===== config.mk =====
export PLATFORM = sky130hd
export DESIGN_NAME = i2c_master_write_byte
export DESIGN_NICKNAME = d
export VERILOG_FILES = /design/src/rtl/i2c_master_write_byte.sv
export SDC_FILE = /design/constraint.sdc
export NUM_CORES = 1
export LEC_CHECK = 0
export ABC_AREA = 1
export CORE_MARGIN = 2
export CORE_UTILIZATION = 38
export CTS_BUF_LIST = sky130_fd_sc_hd__clkbuf_8
export CTS_CLUSTER_DIAMETER = 40
export DETAILED_ROUTE_END_ITERATION = 10
export PLACE_DENSITY_LB_ADDON = 0.08
export SLEW_MARGIN = 10
export SYNTH_ARGS = -nofsm -noshare
export SYNTH_HDL_FRONTEND = slang
export SYNTH_SLANG_ARGS = --single-unit

===== constraint.sdc =====
create_clock -name clock -period 4.5 [get_ports clock]
set_clock_uncertainty 0.1 [all_clocks]
set_input_delay 0.9 -clock clock [delete_from_list [all_inputs] [get_ports clock]]
set_output_delay 0.9 -clock clock [all_outputs]
set_load 0.005 [all_outputs]

===== src/rtl/i2c_master_write_byte.sv =====
// rtl/i2c_master_write_byte.sv - I2C master byte transmitter (MSB-first, 9th-clock ACK sample)
// Optional slave clock stretching in Q2 is enabled with `define I2C_CLOCK_STRETCH_EN.
module i2c_master_write_byte #(
    parameter int CLK_DIV = 4
) (
    input  logic clock,
    input  logic reset,
    input  logic go,
    input  logic data,
    output logic load,
    output logic finish,
    output logic error,
    output logic scl,
    output logic sda,
    input  logic scl_in,
    input  logic sda_in
);

    localparam int QW = $clog2(CLK_DIV) + 1;
    localparam logic [QW-1:0] QTR_LAST = QW'(CLK_DIV - 1);

    typedef enum logic [1:0] {
        IDLE = 2'd0,
        BIT  = 2'd1,
        ACK  = 2'd2,
        DONE = 2'd3
    } state_t;

    state_t        state;
    state_t        state_nx;
    logic [QW-1:0] qtr;
    logic [QW-1:0] qtr_nx;
    logic [1:0]    phase;
    logic [1:0]    phase_nx;
    logic [2:0]    bit_cnt;
    logic [2:0]    bit_cnt_nx;
    logic          sda_nx;
    logic          error_nx;

    logic          active;
    logic          stall;
    logic          q0_first;
    logic          qtr_end;
    logic          bit_end;

    assign active   = (state == BIT) || (state == ACK);
    assign q0_first = (phase == 2'd0) && (qtr == '0);

`ifdef I2C_CLOCK_STRETCH_EN
    // A slave holding SCL low while we release it freezes the high half of the bit.
    assign stall = active && (phase == 2'd2) && !scl_in;
`else
    logic unused_scl_in;
    assign unused_scl_in = scl_in;
    assign stall = 1'b0;
`endif

    assign qtr_end = (qtr == QTR_LAST) && !stall;
    assign bit_end = qtr_end && (phase == 2'd3);

    always_ff @(posedge clock) begin
        if (reset) begin
            state   <= IDLE;
            qtr     <= '0;
            phase   <= '0;
            bit_cnt <= '0;
            sda     <= 1'b1;
            error   <= 1'b0;
        end else begin
            state   <= state_nx;
            qtr     <= qtr_nx;
            phase   <= phase_nx;
            bit_cnt <= bit_cnt_nx;
            sda     <= sda_nx;
            error   <= error_nx;
        end
    end

    always_comb begin
        state_nx   = state;
        qtr_nx     = qtr;
        phase_nx   = phase;
        bit_cnt_nx = bit_cnt;
        sda_nx     = sda;
        error_nx   = error;
        case (state)
            IDLE: begin
                if (go) begin
                    state_nx   = BIT;
                    qtr_nx     = '0;
                    phase_nx   = '0;
                    bit_cnt_nx = 3'd7;
                    error_nx   = 1'b0;
                end
            end
            BIT, ACK: begin
                if (!stall) begin
                    if (qtr == QTR_LAST) begin
                        qtr_nx   = '0;
                        phase_nx = phase + 2'd1;
                    end else begin
                        qtr_nx = qtr + QW'(1);
                    end
                end
                if (state == BIT) begin
                    if (q0_first) begin
                        sda_nx = data;
                    end
                    if (bit_end) begin
                        if (bit_cnt == 3'd0) begin
                            // Release SDA so the slave owns it for the whole ACK clock.
                            state_nx = ACK;
                            sda_nx   = 1'b1;
                        end else begin
                            bit_cnt_nx = bit_cnt - 3'd1;
                        end
                    end
                end else begin
                    if ((phase == 2'd2) && qtr_end) begin
                        error_nx = sda_in;
                    end
                    if (bit_end) begin
                        state_nx = DONE;
                    end
                end
            end
            DONE: begin
                state_nx = IDLE;
            end
            default: begin
                state_nx = IDLE;
            end
        endcase
    end

    always_comb begin
        load   = 1'b0;
        finish = 1'b0;
        scl    = 1'b0;
        case (state)
            BIT: begin
                scl  = phase[1];
                load = q0_first;
            end
            ACK: begin
                scl = phase[1];
            end
            DONE: begin
                finish = 1'b1;
            end
            default: begin
                scl = 1'b0;
            end
        endcase
    end

endmodule


**Word level (Yosys, flattened, before mapping)**

Cells that the tools add are included.

- Logic and storage cells: 65
- Output and inout bits: 5
- Bits of input ports: 6
- Register bits: 12

- Equality and inequality tests: 14
- Mux-type cells: 27
- Reductions and logical operators: 15
- Add/sub/neg operators: 3

Operators by type and width:

| cell | count |
|---|---|
| 3-bit two-way mux | 6 |
| 2-bit two-way mux | 7 |
| 3-bit one-hot mux with 2 select lines | 2 |
| 1-bit two-way mux | 9 |
| 2-bit equality test, second input constant | 4 |
| 2-bit by 1-bit != test with 1-bit output, second input constant | 4 |
| 3-bit zero test | 2 |
| 2-bit != test, second input constant | 3 |
| 2-bit one-hot mux with 3 select lines | 1 |
| 3-bit AND reduction | 2 |
| 5-bit AND reduction | 1 |
| 2-bit zero test | 2 |
| 2-bit one-hot mux with 2 select lines | 1 |
| 2-bit AND reduction | 2 |
| 4-bit AND reduction | 1 |
| 3-bit by 1-bit adder with 3-bit output, second input constant | 1 |
| 3-bit by 2-bit equality test with 1-bit output, second input constant | 1 |
| 1-bit logical AND | 3 |
| 3-bit by 2-bit != test with 1-bit output, second input constant | 1 |
| 3-bit by 1-bit subtractor with 3-bit output, second input constant | 1 |
| 2-bit by 1-bit adder with 2-bit output, second input constant | 1 |
| 2-bit by 1-bit equality test with 1-bit output, second input constant | 1 |
| 1-bit one-hot mux with 2 select lines | 1 |
| 2-bit nonzero test | 1 |
| 2-bit OR reduction | 1 |

**Logic depth before layout (Yosys ltp)**

Gate-level depths: netlist of the first run.

- Depth after elaboration: 5
- Depth in mapped cells: 10
- Depth with buffers taken out: 10

**Least setup slack after synthesis of the first run**

OpenSTA, ideal clock, no wires.

- Path kind: flip-flop to output port
- Start: register state[1]
- End: output scl
- Path slack: 2.417 ns
- Buffers on the path: 1
- Cell stages (with the launch flop): 6
- Data arrival time: 1.083 ns
- Required time: 3.500 ns
- Cells stage by stage: dfxtp_1 > inv_1 > ha_1 > buf_4 > nand2_1 > inv_1

- Word-level cells in the longest chain between the ends: 3
- Elaborated cells between the ends (all ways): 4
- Classes of those cells: eq/ne: 2; mux: 1; reduce/logical: 1

Ends and longest elaborated chain:

| item | RTL line | text |
|---|---|---|
| start: declaration | 29 | `state_t state;` |
| start signal: assignment | 70 | `state <= state_nx;` |
| 2-bit by 1-bit equality test with 1-bit output / 2-bit equality test (equally long branches) | 140 | `case (state)` |
| 2-bit OR reduction (no line) (*) | n/a |  |
| 1-bit two-way mux (*) | 140 |  |
| end: declaration | 13 | `output logic scl,` |

Mark *: on every way between the ends. The rest lies on a longest branch, timed or not.

**Final worst setup path of the first run**

Same ends and word-level chain as after synthesis.

==> results.ini, run 1 <==
[status]
outcome = finished, final reports clean

[worst_hold_path]
hp-class = reg2reg
holdPathStages = 2

[floorplanning]
fp.dieArea_sq_um = 2560
die_width_microns = 50.6
fp.coreArea_sq_um = 2000
ios = 11
start_util_pct = 41.3
die_h_microns = 50.6
placementRows = 16

[power]
p_per_area_nw_per_um2 = 495
p_int_uw = 304
combinationalPowerShare_pct = 45.8
ir_worst_vdd_v = 0.000287
p_sw_uw = 190
power_uw = 494
clockPowerShare_pct = 24.3
p_leak_uw = 0.000492
switching_share_pct = 38.4
pwr-share-seq_pct = 29.9

[synth]
netlist_instances = 116
yosysWarnings = 0
yosys_register_bits = 12
synth-seq-area-share_pct = 29.1
ys_types = 20
synth.avg_cell_area_sq_um = 7.12
syn_area_sq_um = 826
syn_nets = 135

[sta]
final.setup.worst_slack_ns = 1.50
min_period_ns = 3.00
fin_tns_setup_ns = 0
rsz0062_at_grt = no
fin_crit_sh_pct = 66.7
max_slew_margin_pct = 69.2
setup_viol_count_final = 0
max_freq_mhz = 333
finalHoldViolCount = 0
worst_pin_slew_ns = 0.462
slew_viol_final = 0

[clocking]
numCtsBuffers = 3
cts_hold_buf = 0
root_buffer = clkbuf_8
clkTransAtPathRegs_ns = 0.06
postCtsResizedCells = 0
clock_path_buffers = 2
clkLatencyLatePin_ns = 0.24
clkSinkCount = 12
post_cts.repair.setup_buffers = 0
cts_tree = done
h-tree-depth = 1

[global_route]
antenna_found_initial = 0
grt-ovfl-total = 0
grt_max_degree = 15
first_global_vias = 614
grt_pass1_wl_microns = 2660
grt_use_total_pct = 14.0

[setup_path]
worst-r2r-setup-slack_ns = 2.62
reg2reg_depth = 7
crit_path_start_kind = register
arrival_ns = 2.00
crit_fanout = 14
crit_type = reg2out
worstSetupEndpointType = output pin
worstPathRequired_ns = 3.50

[route]
ant_nets = 0
routed_via_density = 4.43
first_pass_iters = 3
wl_per_cell_microns = 9.88
vias = 687
drt_wl_total_microns = 1530
drc = 0
drtIter0Drc = 3

[finish]
area_growth_pct = 20.8
final_common_cell = nand2_1
diodes = 0
nNetsFinal = 148
layout_common_cells = nand2_1, inv_1, nor2_1
drive_gt1_share_pct = 12.5

[placed_design]
dp_worst_setup_slack_ns = 1.74
dp_hpwl_microns = 1180
port_buffers = 9
place_congestion = 0.840

[run]
cap_violations = 0

-- worst max-delay path, stage by stage, from the launching register on --
cell and delay (ns):
dfxtp_1 0.41, inv_1 0.11, ha_1 0.59, nand2_1 0.10, inv_1 0.06, clkdlybuf4s50_1 0.49
-- metrics by stage --
stage	std cells	instance area, sq um	hold WS [ns]	utilization [%]
finish	155	997	0.369	49.8
global placement	151	942	0.356	47.1
detailed placement	151	942	0.366	47.1
CTS	155	997	0.374	49.8
global route	155	997	0.381	49.8
floorplan	116	826	0.344	-
-- worst paths after layout --
| check | from | to |
|---|---|---|
| setup / recovery | state[1] | scl |
| hold / removal | qtr[2] | qtr[2] |
| setup reg to reg | state[1] | phase[0] |
| hold reg to reg | qtr[2] | qtr[2] |
-- Yosys cell counts --
master	number	area, sq um
a21oi_4	1	16.3
nand3_1	6	30.0
nand2_1	26	97.6
nor2_1	15	56.3
a21oi_2	1	8.76
ha_1	13	163
a21oi_1	4	20.0
buf_4	1	7.51
a211oi_1	1	7.51
nand2_2	2	12.5
inv_2	3	11.3
nor2_2	1	6.26
nand3_2	3	30.0
dfxtp_1	12	240
o21ai_0	3	15.0
o21ai_1	1	5.00
o22ai_1	1	6.26
inv_1	19	71.3
nand4_1	2	12.5
or2_4	1	8.76
-- sequential cells by signal, indices dropped and copies added (netlist names) --
signal and count:
qtr 3, sda 1, error 1, bit_cnt 3, phase 2, state 2
-- final cells by class --
type / count / area, sq um
clock buffers: 4 / 55.1
inverters: 22 / 82.6
multi-input cells: 81 / 495
fillers: 214 / 1000
flip-flops and latches: 12 / 240
well taps: 27 / 33.8
repair buffers: 9 / 90.1
-- cells by family after synthesis --
group / share of synthesized area, %
AND/OR/NAND/NOR: 30.8
adder cells (fa/ha/maj): 19.7
AO/OA/AOI/OAI: 9.55
flip-flops: 29.1
buffers and inverters: 10.9
-- power by group through the flow --
stage / logic (uW) / clock network (uW) / registers (uW)
2_1_floorplan: 173 / 0 / 149
3_3_place_gp: 224 / 0 / 150
3_5_place_dp: 228 / 0 / 150
4_1_cts: 230 / 125 / 148
5_1_grt: 263 / 129 / 152
6_report: 226 / 120 / 148
-- per-layer routing --
metal,track usage [%],vias up,wire [microns]
met5,0,-,0
met4,4.05,0,11
met3,5.36,2,74
met2,22.6,11,702
met1,17.2,289,744
li1,-,385,-
No activity file was read; power rests on OpenSTA's default activity.
==> inputs of run 2 (changes only) <==
- clock period: 4.5 -> 2.5 ns (I/O delays scaled with it)
==> results.ini, run 2 (synthesized netlist as in run 1, its figures left out) <==
[status]
outcome = finished, final reports clean

[setup_path]
reg2reg_depth = 8
arrival_ns = 1.70
crit_type = reg2out
crit_slowest_cell = clkdlybuf4s50_1
worst-r2r-setup-slack_ns = 0.75
worstSetupEndpointType = output pin
r2r_end = phase[0]
cp_common_cell = inv_1
worstPathRequired_ns = 1.90
reg2reg_from = state[1]
crit_path_start_kind = register
crit_chain = inv_1 > ha_1 > nand2_1 > inv_1 > clkdlybuf4s50_1
crit_fanout = 5
slowest_delay_ns = 0.49

[sta]
rsz0062_at_grt = no
slew_viol_final = 0
min_period_ns = 2.30
setup_viol_count_final = 0
max_slew_margin_pct = 82.2
fin_tns_setup_ns = 0
fin_crit_sh_pct = 91.8
worst_pin_slew_ns = 0.267
max_freq_mhz = 436
finalHoldViolCount = 0

[finish]
instances_no_fill = 156
reg.largest.list = bit_cnt: 3 flops, qtr: 3 flops
layout_common_cells = nand2_1, inv_1, nor2_1
nNetsFinal = 149
drive_gt1_share_pct = 13.2
diodes = 0
fillerInstances = 203
final_common_cell = nand2_1
area_growth_pct = 21.7
final_cell_area_sq_um = 1000

[placed_design]
post_dp_cell_area_sq_um = 950
port_buffers = 9
dp.cells = 152
dp_hpwl_microns = 1290
place_congestion = 0.824

[floorplanning]
ios = 11
fp.dieArea_sq_um = 2560
die_h_microns = 50.6
fp.coreArea_sq_um = 2000
placementRows = 16
start_util_pct = 41.3
die_width_microns = 50.6

[route]
wl_per_cell_microns = 10.5
ant_nets = 0
drt_wl_total_microns = 1650
first_pass_iters = 4
drtIter0Drc = 3
routed_via_density = 4.56
drc = 0
vias = 712

[power]
p_leak_uw = 0.000497
ir_worst_vdd_v = 0.000612
p_per_area_nw_per_um2 = 899

[clocking]
cts_tree = done
clock_path_buffers = 2
post_cts.repair.setup_buffers = 0
postCtsResizedCells = 0
clkLatencyLatePin_ns = 0.24
root_buffer = clkbuf_8
clkSinkCount = 12
clkTransAtPathRegs_ns = 0.06
h-tree-depth = 1
cts_hold_buf = 0
numCtsBuffers = 3

[worst_hold_path]
holdPathStages = 2
hold-path-endpoint = qtr[2]
hold_start = qtr[2]
hp-class = reg2reg

[global_route]
antenna_found_initial = 0
grt-ovfl-total = 0
grt_max_degree = 14
grt_use_total_pct = 14.1
grt_pass1_wl_microns = 2680
first_global_vias = 654

[run]
cap_violations = 0

## run 2: layout make-up
cell class | count | area (sq um) | area share (%)
Multi-Input combinational cell | 81 | 495 | 49.3
Sequential cell | 12 | 240 | 23.9
Clock buffer | 4 | 55.1 | 5.48
Timing Repair Buffer | 10 | 97.6 | 9.71
Tap cell | 27 | 33.8 | 3.36
Inverter | 22 | 82.6 | 8.22
## run 2: worst max-delay path, delay by kind of cell (launching register included)
kind,cells,cell delay [ns]
AND/OR/NAND/NOR,1,0.06
flip-flops,1,0.42
adder cells (fa/ha/maj),1,0.33
buffers and inverters,3,0.65
## run 2: how the worst max path moves through the flow
stage | start | end | slack (ns) | cells after the start
2_1_floorplan | state[1] | scl | 0.82 | 5
3_3_place_gp | state[1] | scl | 0.47 | 5
3_5_place_dp | state[1] | scl | 0.47 | 5
4_1_cts | state[1] | scl | 0.19 | 5
5_1_grt | state[0] | scl | 0.09 | 5
6_report | state[1] | scl | 0.20 | 5
## run 2: per-layer routing
layer  global-route usage [%]  share of wire, %  vias to the layer above
li1                         -                 -                      385
met1                     16.5                48                      313
met2                     24.6                47                       12
met3                     5.36               4.4                        2
met4                     2.70              0.67                        0
met5                        0                 0                        -
## run 2: power by group
group / total [uW] / internal [uW] / switching [uW]
logic: 420 / 174 / 246
clock network: 217 / 139 / 77.6
registers: 266 / 239 / 27.2
## run 2: stage by stage
stage | power [uW] | setup slack (ns) | hold WS [ns] | util [%]
after global placement | 683 | 0.466 | 0.355 | 47.4
after floorplan | 578 | 0.817 | 0.344 | -
final | 904 | 0.205 | 0.364 | 50.2
after CTS | 915 | 0.191 | 0.366 | 50.2
after global routing | 985 | 0.0853 | 0.405 | 50.2
after detailed placement | 695 | 0.470 | 0.356 | 47.4
==> inputs of run 3 (changes only) <==
- DONT_BUFFER_PORTS: not set -> 1
==> results.ini, run 3 (synthesized netlist as in run 1, its figures left out) <==
[global_route]
grt_pass1_wl_microns = 2730
grt_max_degree = 10
grt_use_total_pct = 14.6
antenna_found_initial = 0
grt-ovfl-total = 0
first_global_vias = 644

[setup_path]
startpoint = state[1]
crit_fanout = 9
endpoint = scl
worstSetupEndpointType = output pin
reg2reg_from = state[1]
r2r_end = phase[0]
worst-r2r-setup-slack_ns = 0.76
reg2reg_depth = 7
worstPathRequired_ns = 1.90
crit_type = reg2out
arrival_ns = 1.43
crit_path_start_kind = register

[placed_design]
place_congestion = 0.744
port_buffers = 0
dp_worst_setup_slack_ns = 0.732
dp_hpwl_microns = 1260
post_dp_cell_area_sq_um = 860

[sta]
max_freq_mhz = 493
holdWs_ns = 0.207
max_slew_margin_pct = 78.4
final.setup.worst_slack_ns = 0.474
rsz0062_at_grt = no
min_period_ns = 2.03
slew_viol_final = 0
setup_viol_count_final = 0
fin_tns_setup_ns = 0
finalHoldViolCount = 0
worst_pin_slew_ns = 0.324
fin_crit_sh_pct = 81.1

[clocking]
post_cts.repair.setup_buffers = 0
cts_hold_buf = 0
numCtsBuffers = 3
clkTransAtPathRegs_ns = 0.06
root_buffer = clkbuf_8
cts_tree = done
clkLatencyLatePin_ns = 0.24
clkSinkCount = 12
h-tree-depth = 1
postCtsResizedCells = 0
clock_path_buffers = 2

[route]
drt_wl_total_microns = 1570
vias = 681
routed_via_density = 4.63
first_pass_iters = 4
ant_nets = 0
wl_per_cell_microns = 10.6
drc = 0
drtIter0Drc = 7

[finish]
diodes = 0
nNetsFinal = 140
area_growth_pct = 10.8
final_common_cell = nand2_1
reg.largest.list = bit_cnt: 3 flops, qtr: 3 flops
drive_gt1_share_pct = 14.2
final_cell_area_sq_um = 915
layout_common_cells = nand2_1, inv_1, nor2_1
final_util_pct = 45.7

[power]
p_per_area_nw_per_um2 = 947
ir_worst_vdd_v = 0.000530
p_leak_uw = 0.000463

[floorplanning]
fp.coreArea_sq_um = 2000
fp.dieArea_sq_um = 2560
start_util_pct = 41.3
die_h_microns = 50.6
ios = 11
die_width_microns = 50.6
placementRows = 16

[status]
outcome = finished, final reports clean

[run]
cap_violations = 0

[worst_hold_path]
hp-class = in2reg

## run 3: changes by cell type in the layout (fill, tap and decap cells not counted), sizes merged
cell           previous run  this run
clkdlybuf4s50             9         0
## run 3: worst min-delay path by stage
stage                     startpoint       end  slack (ns)  depth (start not counted)
after floorplan               qtr[2]    qtr[2]        0.34                          2
final                          reset  state[1]        0.21                          1
after global routing           reset  state[1]        0.20                          1
after detailed placement      qtr[2]    qtr[2]        0.36                          2
after global placement        qtr[2]    qtr[2]        0.35                          2
after CTS                      reset  state[1]        0.20                          1
## run 3: area by class of cell
cell class | count | area (sq um)
fillers | 215 | 1090
multi-input cells | 81 | 495
flip-flops and latches | 12 | 240
inverters | 22 | 82.6
clock buffers | 4 | 55.1
well taps | 27 | 33.8
repair buffers | 1 | 7.51
## run 3: metal layers
layer | share of wire [%] | global-route usage, %
met1 | 49 | 17.3
met2 | 44 | 23.0
met3 | 5.4 | 5.65
met4 | 1.5 | 6.76
met5 | 0 | 0
## run 3: worst max-delay path: stages (launching register included)
cell and delay [ns]:
dfxtp_1 0.42, inv_1 0.11, ha_1 0.49, nand2_1 0.09, inv_1 0.07
## run 3: per-stage QoR
stage / std cells / total power, uW
final: 147 / 866
after global routing: 147 / 951
after CTS: 147 / 884
after detailed placement: 143 / 658
after global placement: 143 / 645
after floorplan: 116 / 578
## run 3: report_power, final
part	switching, uW	internal, uW	leakage (uW)
Clock	78.1	139	0.0000288
Sequential	29.6	239	0.0000988
Combinational	236	143	0.000336
